## src/rtl/reverse_lut_16.sv

```systemverilog
// Reverse lookup table: 16 writable entries scanned one per cycle for the
// lowest index whose contents equal a latched search key.
module reverse_lut_16 #(
    parameter int WIDTH = 16
) (
    input  logic             clk,
    input  logic             reset_n,
    input  logic             wr_en,
    input  logic [3:0]       wr_idx,
    input  logic [WIDTH-1:0] wr_data,
    input  logic             start,
    input  logic [WIDTH-1:0] key,
    output logic             busy,
    output logic             done,
    output logic             hit,
    output logic [3:0]       idx
);

    typedef enum logic [0:0] {
        ST_IDLE = 1'b0,
        ST_SCAN = 1'b1
    } state_t;

    localparam int          ENTRIES  = 16;
    localparam logic [3:0]  LAST_PTR = 4'd15;

    function automatic logic entry_match(
        input logic [WIDTH-1:0] entry,
        input logic [WIDTH-1:0] target
    );
        return (entry == target);
    endfunction

    state_t           state_q, state_d;
    logic [3:0]       ptr_q,   ptr_d;
    logic [WIDTH-1:0] key_q,   key_d;
    logic             busy_q,  busy_d;
    logic             done_q,  done_d;
    logic             hit_q,   hit_d;
    logic [3:0]       idx_q,   idx_d;
    logic [WIDTH-1:0] lut_q [ENTRIES];
    logic [WIDTH-1:0] lut_d [ENTRIES];
    logic             cur_match_s;

    // Table write port; compares read lut_q, so a same-edge write is not seen.
    always_comb begin
        lut_d = lut_q;
        if (wr_en) begin
            lut_d[wr_idx] = wr_data;
        end else begin
            lut_d[wr_idx] = lut_q[wr_idx];
        end
    end

    // Scan controller next-state and result logic.
    always_comb begin
        state_d     = state_q;
        ptr_d       = ptr_q;
        key_d       = key_q;
        busy_d      = busy_q;
        done_d      = 1'b0;
        hit_d       = hit_q;
        idx_d       = idx_q;
        cur_match_s = entry_match(lut_q[ptr_q], key_q);
        case (state_q)
            ST_IDLE: begin
                if (start) begin
                    key_d   = key;
                    ptr_d   = 4'd0;
                    busy_d  = 1'b1;
                    state_d = ST_SCAN;
                end else begin
                    state_d = ST_IDLE;
                end
            end
            ST_SCAN: begin
                if (cur_match_s) begin
                    done_d  = 1'b1;
                    hit_d   = 1'b1;
                    idx_d   = ptr_q;
                    busy_d  = 1'b0;
                    state_d = ST_IDLE;
                end else if (ptr_q == LAST_PTR) begin
                    // Last entry missed: finish without wrapping the pointer.
                    done_d  = 1'b1;
                    hit_d   = 1'b0;
                    idx_d   = 4'd0;
                    busy_d  = 1'b0;
                    state_d = ST_IDLE;
                end else begin
                    ptr_d   = ptr_q + 4'd1;
                    state_d = ST_SCAN;
                end
            end
            default: begin
                busy_d  = 1'b0;
                state_d = ST_IDLE;
            end
        endcase
    end

    // State, result and table registers.
    always_ff @(posedge clk or negedge reset_n) begin
        if (!reset_n) begin
            state_q <= ST_IDLE;
            ptr_q   <= 4'd0;
            key_q   <= '0;
            busy_q  <= 1'b0;
            done_q  <= 1'b0;
            hit_q   <= 1'b0;
            idx_q   <= 4'd0;
            for (int i = 0; i < ENTRIES; i++) begin
                lut_q[i] <= '0;
            end
        end else begin
            state_q <= state_d;
            ptr_q   <= ptr_d;
            key_q   <= key_d;
            busy_q  <= busy_d;
            done_q  <= done_d;
            hit_q   <= hit_d;
            idx_q   <= idx_d;
            for (int i = 0; i < ENTRIES; i++) begin
                lut_q[i] <= lut_d[i];
            end
        end
    end

    assign busy = busy_q;
    assign done = done_q;
    assign hit  = hit_q;
    assign idx  = idx_q;

endmodule

```

## config.mk

```make
export PLATFORM = sky130hd
export DESIGN_NAME = reverse_lut_16
export DESIGN_NICKNAME = d
export VERILOG_FILES = /design/src/rtl/reverse_lut_16.sv
export SDC_FILE = /design/constraint.sdc
export NUM_CORES = 1
export LEC_CHECK = 0
export CORE_AREA = 3 3 226 228
export CTS_CLUSTER_SIZE = 8
export DETAILED_ROUTE_END_ITERATION = 10
export DIE_AREA = 0 0 229 231
export PLACE_DENSITY = 0.47
export SLEW_MARGIN = 25
export SYNTH_ARGS = -nofsm -noshare
export SYNTH_HDL_FRONTEND = slang
export SYNTH_SLANG_ARGS = --single-unit
```

## constraint.sdc

```tcl
create_clock -name clk -period 7.67 [get_ports clk]
set_clock_uncertainty 0.15 [all_clocks]
set_input_delay 1.9175 -clock clk [delete_from_list [all_inputs] [get_ports clk]]
set_output_delay 1.9175 -clock clk [all_outputs]
set_load 0.02 [all_outputs]
```

==> flow_summary_export.csv <==
group,metric,value,unit
status,status,"finished, final reports clean",
final_layout,drive_above_1_share,0.210,
global_routing,grtUsageTotal,0.168,
critical_path,worstPathRequired,7.88,ns
hold_path,min_from,"lut_q[69]",
power_and_ir_drop,p_leak,6.68,nW
timing,achievable-frequency,208,MHz
final_layout,fillers,4886,
die,die_area,52900,um2
synthesis,synth-main-ff-cell,"dfrtp_1",
clock_tree,clock-sinks,284,
route,drtIter0Drc,780,
synthesis,synth_top_family_by_area,"multiplexers",
clock_tree,cts_setup_buffers,0,
global_routing,grt_overflow,0,
critical_path,start_kind,"input port",
timing,final_max_slew_viol_count,0,
power_and_ir_drop,power.density,370,nW/um2
synthesis,synth_mux_area_frac,0.254,
final_layout,num_antenna_cells,0,
timing,period_needed,4.81,ns
critical_path,end_kind,"register",
critical_path,arrival,5.03,ns
synthesis,synth-xor-area-share,0.00715,
die,coreArea,49100,um2
global_routing,grt_antenna_before_repair,0,
synthesis,synth-edff-count,0,
synthesis,ys_warn_count,0,
timing,fin_tns_setup,0,ns
synthesis,netlist_area,14700,um2
critical_path,crit_start,"wr_idx[0]",
final_layout,area_delta_synth_final,15.0,%
global_routing,grt_pass1_vias,10356,
power_and_ir_drop,ir_drop,148,uV
flow_run,cap_viol_max_count,0,
clock_tree,root_buffer,"clkbuf_16",
route,final_antenna_net_count,0,
timing,setup_viol_count_final,0,
timing,rsz0062_at_grt,"false",
placement,finalWeightedCongestion,0.765,
final_layout,final_common_cell,"dfrtp_1",
die,num_io_pins,47,
placement,dp_hpwl,27.5,mm
timing,fin_crit_sh,0.627,
placement,place_ws,2.28,ns
die,die_h,231,um
die,start_util,0.300,
clock_tree,cts_tree,"yes",
synthesis,synth_compound_area_frac,0.118,
synthesis,seq_area_frac_synth,0.483,
die,row_count,81,
final_layout,layout_common_cells,"dfrtp_1, nor2_1, a21oi_1",
synthesis,synthAdderAreaFrac,0.000851,
clock_tree,insertion_delay,0.53,ns
timing,tightest_slew,0.986,ns
clock_tree,numCtsBuffers,41,
placement,port_buffers,46,
hold_path,holdCritPathClass,"reg2reg",
clock_tree,htreeDepth,2,
synthesis,syn_area_per_cell,11.6,um2
clock_tree,clockBufferDepth,3,
route,routedWlPerCell,22.5,um
timing,setup_ws,2.86,ns
clock_tree,post_cts_resized,0,
clock_tree,hold_buffers,0,
timing,finalHoldViolations,0,
final_layout,fin_nets,1317,
critical_path,criticalPathCategory,"in2reg",
synthesis,yosysUniqueCellTypes,60,
synthesis,ys_ff_latch,284,
timing,slew_headroom,0.339,
global_routing,grt_start_max_net_pins,121,
route,drt_pass1_iterations,5,
route,vias,10130,
die,die-width,229,um
synthesis,async_reset_ff_frac,1.00,
critical_path,rr_startpoint,"ptr_q[0]",
global_routing,grt_pass1_wl,67.7,mm
clock_tree,clk_pin_slew,0.05,ns
synthesis,synth_cells,1270,
synthesis,synthSimpleGateAreaFrac,0.0955,
route,via_per_inst,5.21,
synthesis,synthesis.nets,1311,
critical_path,worst-path-max-fanout,51,
route,drc,0,
route,routed_wl,43.7,mm
cell usage after synthesis (all sizes together), types with 2 or more instances:
cell type / instances / area (um2)
a2111oi: 2 / 42.5
a211oi: 2 / 20.0
a21o: 3 / 22.5
a21oi: 179 / 900
a221oi: 7 / 73.8
a22o: 2 / 17.5
a22oi: 9 / 67.6
a2bb2oi: 2 / 17.5
a31oi: 2 / 12.5
and2: 5 / 31.3
and3: 6 / 37.5
and4b: 2 / 20.0
buf: 32 / 248
clkbuf: 86 / 327
dfrtp: 284 / 7110
inv: 7 / 26.3
mux2: 15 / 169
mux2i: 45 / 450
mux4: 138 / 3120
nand2: 100 / 375
nand2b: 5 / 31.3
nand3: 5 / 25.0
nand4: 2 / 18.8
nor2: 189 / 709
nor2b: 6 / 37.5
nor3: 10 / 50.1
nor4: 2 / 12.5
o211ai: 2 / 20.0
o21ai: 89 / 445
o221ai: 2 / 17.5
or2: 5 / 31.3
xnor2: 8 / 70.1
xor2: 4 / 35.0
worst max-delay path, stage by stage:
cell     delay, ns
buf_6         0.52
buf_4         0.54
mux4_2        0.55
mux4_2        0.46
mux2i_1       0.55
buf_4         0.28
o21ai_0       0.08
worst paths after layout:
check	to	slack (ns)	cells past startpoint
max	lut_q[143]	2.86	7
min	lut_q[69]	0.35	2
max reg2reg	idx[3]	3.18	9
min reg2reg	lut_q[69]	0.35	2
max in group asynchronous	lut_q[93]	4.95	2
min in group asynchronous	key_q[5]	1.27	1
cell type report:
cell class,count,area [um2],area share
Clock inverter,2,13.8,0.000813
Timing Repair Buffer,81,754,0.0446
Inverter,8,30.0,0.00177
Clock buffer,45,1080,0.0640
Tap cell,664,831,0.0491
Multi-Input combinational cell,860,7090,0.419
Sequential cell,284,7110,0.421
power by group:
part           switching [mW]  internal [mW]
Clock                   0.641          0.981
Sequential              0.465           1.93
Combinational            1.09           1.15
Total                    2.20           4.06
flip-flops by register name, summed over array words and instances (netlist names):
name	flops
busy	1
state_q	1
done	1
ptr_q	4
idx	4
hit	1
lut_q	256
key_q	16
cell families (layout without fill, tap and decap cells):
family	Yosys count	in the layout
XOR/XNOR	12	12
adder cells (fa/ha/maj)	1	1
buffers and inverters	126	136
AO/OA/AOI/OAI	309	309
AND/OR/NAND/NOR	340	340
flip-flops	284	284
multiplexers	198	198
layer usage:
layer	vias up	track usage	wire (um)
met1	5201	0.232	19800
met2	221	0.274	20900
met5	-	0	0
met4	0	0.0510	1220
li1	4637	-	-
met3	71	0.0238	1680
through the flow:
step / instances / hold WS [ns] / power, mW / area, um2 / util
5_1_grt: 1944 / 0.373 / 6.63 / 16900 / 0.345
2_1_floorplan: 1270 / 0.308 / 4.00 / 14700 / -
6_report: 1944 / 0.346 / 6.25 / 16900 / 0.345
3_3_place_gp: 1896 / 0.326 / 4.62 / 15700 / 0.321
4_1_cts: 1943 / 0.349 / 6.33 / 16900 / 0.344
3_5_place_dp: 1896 / 0.338 / 4.67 / 15800 / 0.322
Power figures use the tool's default switching activity.
